==> src/rtl/rr_grant_encoder.sv <==
// 8-way round-robin arbiter producing a registered 3-bit grant index and valid flag.
// Optional stuck-grant recovery is enabled with `define RR_GRANT_TIMEOUT_EN.
module rr_grant_encoder #(
  parameter int unsigned HOLD_MAX = 16,
  parameter int unsigned HOLD_W   = 8
) (
  input  logic       clk,
  input  logic       rst,
  input  logic [7:0] req,
  input  logic       done,
  output logic [2:0] gnt_idx,
  output logic       gnt_valid,
  output logic       busy,
  output logic       timeout
);

  typedef enum logic {
    IDLE  = 1'b0,
    GRANT = 1'b1
  } state_e;

  state_e     state_q;
  logic [2:0] ptr_q;
  logic [2:0] gnt_idx_q;
  logic       gnt_valid_q;
  logic [2:0] winner_d;

  if (HOLD_MAX < 2 || HOLD_MAX > 255 || HOLD_MAX >= (1 << HOLD_W)) begin : g_bad_cfg
    $error("rr_grant_encoder: HOLD_MAX must be 2..255 and below 2**HOLD_W");
  end

  // Scan from farthest to nearest offset so the last hit (closest to ptr) wins.
  always_comb begin
    winner_d = ptr_q;
    for (int unsigned k = 0; k < 8; k++) begin
      if (req[ptr_q + 3'(7 - k)]) begin
        winner_d = ptr_q + 3'(7 - k);
      end
    end
  end

`ifdef RR_GRANT_TIMEOUT_EN
  localparam logic [HOLD_W-1:0] HoldLast = HOLD_W'(HOLD_MAX - 1);

  logic [HOLD_W-1:0] hold_q;
  logic              timeout_q;

  always_ff @(posedge clk or posedge rst) begin
    if (rst) begin
      state_q     <= IDLE;
      ptr_q       <= '0;
      gnt_idx_q   <= '0;
      gnt_valid_q <= 1'b0;
      hold_q      <= '0;
      timeout_q   <= 1'b0;
    end else begin
      timeout_q <= 1'b0;
      unique case (state_q)
        IDLE: begin
          if (|req) begin
            gnt_idx_q   <= winner_d;
            gnt_valid_q <= 1'b1;
            hold_q      <= '0;
            state_q     <= GRANT;
          end else begin
            gnt_valid_q <= 1'b0;
          end
        end
        GRANT: begin
          if (done) begin
            gnt_valid_q <= 1'b0;
            ptr_q       <= gnt_idx_q + 3'd1;
            state_q     <= IDLE;
          end else if (hold_q == HoldLast) begin
            gnt_valid_q <= 1'b0;
            ptr_q       <= gnt_idx_q + 3'd1;
            state_q     <= IDLE;
            timeout_q   <= 1'b1;
          end else begin
            hold_q <= hold_q + 1'b1;
          end
        end
      endcase
    end
  end

  assign timeout = timeout_q;
`else
  always_ff @(posedge clk or posedge rst) begin
    if (rst) begin
      state_q     <= IDLE;
      ptr_q       <= '0;
      gnt_idx_q   <= '0;
      gnt_valid_q <= 1'b0;
    end else begin
      unique case (state_q)
        IDLE: begin
          if (|req) begin
            gnt_idx_q   <= winner_d;
            gnt_valid_q <= 1'b1;
            state_q     <= GRANT;
          end else begin
            gnt_valid_q <= 1'b0;
          end
        end
        GRANT: begin
          if (done) begin
            gnt_valid_q <= 1'b0;
            ptr_q       <= gnt_idx_q + 3'd1;
            state_q     <= IDLE;
          end
        end
      endcase
    end
  end

  assign timeout = 1'b0;
`endif

  assign gnt_idx   = gnt_idx_q;
  assign gnt_valid = gnt_valid_q;
  assign busy      = gnt_valid_q;

endmodule

==> config.mk <==
export PLATFORM = sky130hd
export DESIGN_NAME = rr_grant_encoder
export DESIGN_NICKNAME = d
export VERILOG_FILES = /design/src/rtl/rr_grant_encoder.sv
export SDC_FILE = /design/constraint.sdc
export NUM_CORES = 1
export LEC_CHECK = 0
export BUFFER_PORTS_ARGS = -buffer_cell sky130_fd_sc_hd__buf_2
export CAP_MARGIN = 20
export CORE_AREA = 2 2 76 78
export DETAILED_ROUTE_END_ITERATION = 7
export DIE_AREA = 0 0 78 80
export PLACE_DENSITY_LB_ADDON = 0.15
export SKIP_CTS_REPAIR_TIMING = 1
export SYNTH_ARGS = -nofsm -noshare
export SYNTH_HDL_FRONTEND = slang
export SYNTH_SLANG_ARGS = --single-unit
==> constraint.sdc <==
create_clock -name clk -period 2.8 [get_ports clk]
set_input_delay 0.84 -clock clk [delete_from_list [all_inputs] [get_ports clk]]
set_output_delay 0.84 -clock clk [all_outputs]
set_load 0.005 [all_outputs]
-- Yosys cells after proc, flatten, opt, wreduce, memory -nomap -nowiden
Index checks and enable logic that the tools add are counted.
- register bits after elaboration: 8
- input bits: 11
- add/subtract/negate cells: 8
- magnitude comparators: 8
- equality and inequality tests: 1
- mux-type cells: 29
- bitwise operators: 1
- reduce and logical (&&, ||, !) cells: 3
- operators with widths (operator ; number):
    $lt 3x4->1 const B ; 8
    $bmux 1 s3 ; 8
    $mux 3 ; 8
    $add 3x3->3 const B ; 4
    $mux 1 ; 11
    $reduce_or 8->1 ; 1
    $add 3x1->3 const B ; 2
    $add 3x2->3 const B ; 2
    $pmux 1 s2 ; 2
    $reduce_and 2->1 ; 2
    $ne 2x2->1 const B ; 1
    $not 1->1 ; 1

-- Depth between registers and ports, before layout
- depth after elaboration: 11
- depth in mapped cells: 12
- depth with buffers taken out: 9

-- Least setup slack after synthesis
Ideal clock, no wire load.
- path type: reg2reg
- from: register ptr_q[1]
- to: register gnt_idx_q[1], in the netlist gnt_idx[1]
- setup time: 0.143 ns
- arrival: 2.600 ns
- data required time: 2.657 ns
- path slack: 0.057 ns
- stages on the path, launching flop included: 13
- buffers on the path: 3
- path through: dfrtp_1 -> buf_4 -> buf_4 -> inv_1 -> ha_1 -> buf_6 -> mux2i_1 -> mux2i_1 -> mux2_2 -> or3_1 -> and4_1 -> o311ai_1 -> a31oi_1
- cells in the longest elaborated chain, start to end: 11
- RTL lines (what ; RTL line ; RTL):
    start: declaration ; 23 ; logic [2:0] ptr_q;
    start signal: assignment ; 109 ; ptr_q <= gnt_idx_q + 3'd1;
    $add 3x3->3 ; 36, 37 ;
    $bmux 1 s3 ; 36 ; if (req[ptr_q + 3'(7 - k)]) begin
    $mux 1 (implied by the code) ; 36 ;
    $mux 3 (7 in series) ; 36 ;
    $mux 3 * ; 36 ;
    end signal: assignment ; 99 ; gnt_idx_q <= winner_d;
    end: declaration ; 24 ; logic [2:0] gnt_idx_q;
Mark *: on every way between the ends. The rest lies on a longest branch, timed or not. The select of a mux whose other input is x is not followed.
A chain may end at the register's enable or synchronous reset.

-- Worst setup path after layout
- from: register ptr_q[0]
- to: register gnt_idx_q[1], in the netlist gnt_idx[1]
The elaborated chain is that of the path after synthesis.

==> impl_metrics.yaml <==
timing:
  slew_viol_final: 0
  setup_violations: 0
  hold_viol_final: 0
  worst_slew_pin_slew_ns: 0.548
  fmax_mhz: 382
  hold_ws_ns: 0.542
  fin_skew_ns: 0.00153
  fin_crit_sh_pct: 93.5
  relSlewSlack_pct: 63.1
  rsz0062_at_grt: "no"
  finalSetupTns_ns: 0
  min_period_ns: 2.62
grt:
  grt-ovfl-total: 0
  antenna_found_initial: 0
  track_usage_pct: 12.8
  grt_max_degree: 24
  grt_pass1_vias: 1231
  grt_pass1_wl_microns: 6380
routing:
  vias_per_cell: 5.35
  wire_per_inst_microns: 16.2
  drt_iter0_drc: 42
  routed_wl_microns: 3840
  via_count: 1274
  first_pass_iters: 4
  drc: 0
  ant_nets: 0
critical_path:
  required_ns: 2.88
  critPathLaunchType: "flip-flop"
  slowest_stage: "ha_1"
  cp_num_buf_inv: 1
  critPathArrivalTime_ns: 2.70
  crit_start: "ptr_q[0]"
  critPathMaxStageDelay_ns: 0.50
  cpLargestDelayFamily: "multiplexers"
  worstReg2RegStart: "ptr_q[0]"
  criticalPathCategory: "flip-flop to flip-flop"
  worstReg2RegEnd: "gnt_idx[1]"
  path_max_fanout: 8
  end_kind: "flip-flop"
  worstSetupPathDepth: 9
  r2r_slack_ns: 0.18
  rr_worst_depth: 9
  crit_chain: "inv_2 -> ha_1 -> mux2i_2 -> mux2i_1 -> mux2_2 -> or3_1 -> and4_1 -> o311ai_1 -> a31oi_1"
worst_hold_path:
  hold_depth: 1
  min-delay-start: "gnt_idx[0]"
  min_path_type: "flip-flop to flip-flop"
  hold_path_end: "ptr_q[0]"
clock_tree:
  cts_inserted_buffers: 3
  cts_root_buf: "clkbuf_8"
  clock_path_buffers: 2
  cts_max_level: 1
  clock-sinks: 8
  cts_tree: "done"
  clkTransAtPathRegs_ns: 0.04
  clk_latency_ns: 0.23
yosys:
  ys_seq_area_share_pct: 15.1
  synthAdderAreaFrac_pct: 2.84
  synth-xor-area-share_pct: 3.21
  synthesis.instances: 150
  yosysTopAreaCell: "dfrtp_1"
  synth.top_cell.area_share_pct: 15.1
  synthArstFlopShare_pct: 100
  synthSimpleGateAreaFrac_pct: 19.9
  avgSynthCellArea_sq_um: 8.83
  synth_area_sq_um: 1320
  yosysWarnings: 0
  synth_mux_area_share_pct: 31.5
  synth_top_family_by_area: "multiplexers"
  synth_compound_area_share_pct: 19.7
  ys_seq_elements: 8
  synth_area_leaders: "dfrtp_1 15%, mux2i_1 11%, mux4_1 9.9%"
  synth_flop_cell: "dfrtp_1"
  synth_edf_count: 0
  synthDistinctLibCells: 53
  syn_nets: 164
power:
  power_density_nw_per_um2: 1460
  p_leak_nw: 0.641
  ir_drop_v: 0.000383
placement:
  port_buffers: 15
  gp_congestion: 0.885
  dpl.hpwl_microns: 3020
layout:
  syn_to_final_growth_pct: 14.9
  antenna-diode-count: 0
  layout_commonest_cell: "nand2_1"
  layout.nets: 182
  final_cell_mix: "21 x nand2_1, 15 x buf_2, 14 x mux2i_1"
  layout-drive-gt1-share_pct: 25.3
outcome:
  status: "finished clean"
floorplanning:
  die_w_microns: 78
  die_y_microns: 80
  num_rows: 27
  dieArea_sq_um: 6240
  start_util_pct: 24.5
  fp.coreArea_sq_um: 5410
  ioPinCount: 17
job:
  maxCapViolations: 0
-- Yosys cell counts (2+ instances only) --
master	n
nand2_1	21
mux2i_1	15
buf_4	8
dfrtp_1	8
nor2_1	6
o21ai_0	6
mux2_2	5
mux4_1	5
nor2b_1	5
inv_1	4
nand3_1	4
nor3_1	4
a211oi_1	3
ha_1	3
mux4_2	3
nand2b_1	3
o211ai_1	3
a21oi_1	2
a31oi_1	2
and3_1	2
nor4_1	2
o22ai_1	2
o32ai_1	2
or3_1	2
xor2_1	2
-- worst register-to-register path: stages (launching register included) --
cell and delay (ns):
dfrtp_1 0.36, inv_2 0.04, ha_1 0.51, mux2i_2 0.34, mux2i_1 0.16, mux2_2 0.32
or3_1 0.35, and4_1 0.20, o311ai_1 0.07, a31oi_1 0.12
-- cell type report --
class / instances / area (sq um)
clock buffers: 3 / 41.3
repair buffers: 24 / 143
inverters: 5 / 18.8
multi-input cells: 126 / 1030
fillers: 617 / 3880
flip-flops and latches: 8 / 200
well taps: 72 / 90.1
-- registers in the layout (all words and copies together), names as in the netlist --
register  cells
busy          1
state_q       1
ptr_q         3
gnt_idx       3
-- stage by stage --
stage	total power, W	utilization, %	instances	instance area [sq um]	worst slack (ns)
after global routing	0.00243	28.1	238	1520	0.0159
after CTS	0.00222	28.1	238	1520	0.145
after detailed placement	0.00207	27.3	235	1480	0.121
after floorplan	0.00167	-	150	1320	0.0567
after global placement	0.00208	27.3	235	1480	0.134
final	0.00222	28.1	238	1520	0.182
-- routing by layer --
layer  share of wire, %  wire, microns  vias to the layer above  GRT usage (%)
met5                  0              0                        -              0
met4                1.2             47                        0           2.28
met3                3.9            149                        4           1.70
met2                 50           1930                       41           23.1
met1                 45           1710                      621           16.4
li1                   -              -                      608              -
-- kinds of logic (layout without fill, tap and decap cells) --
logic type	Yosys count	count (layout)
compound gates	35	35
other cells	1	1
buf+inv	16	32
simple gates	54	54
xor+xnor	4	4
mux	29	29
fa+ha+maj	3	3
flops	8	8
-- power breakdown --
group | switching (W) | leakage (nW) | internal [W]
sequential | 0.0000763 | 0.0938 | 0.000178
combinational | 0.000986 | 0.526 | 0.000836
clock | 0.0000470 | 0.0216 | 0.0000933
total | 0.00111 | 0.641 | 0.00111
-- how the worst max path moves through the flow --
stage / endpoint / slack [ns]
floorplan: gnt_idx[1] / 0.06
global placement: gnt_idx[1] / 0.13
detailed placement: gnt_idx[1] / 0.12
CTS: gnt_idx[1] / 0.15
global route: gnt_idx[1] / 0.02
finish: gnt_idx[1] / 0.18
Power figures use the tool's default switching activity.
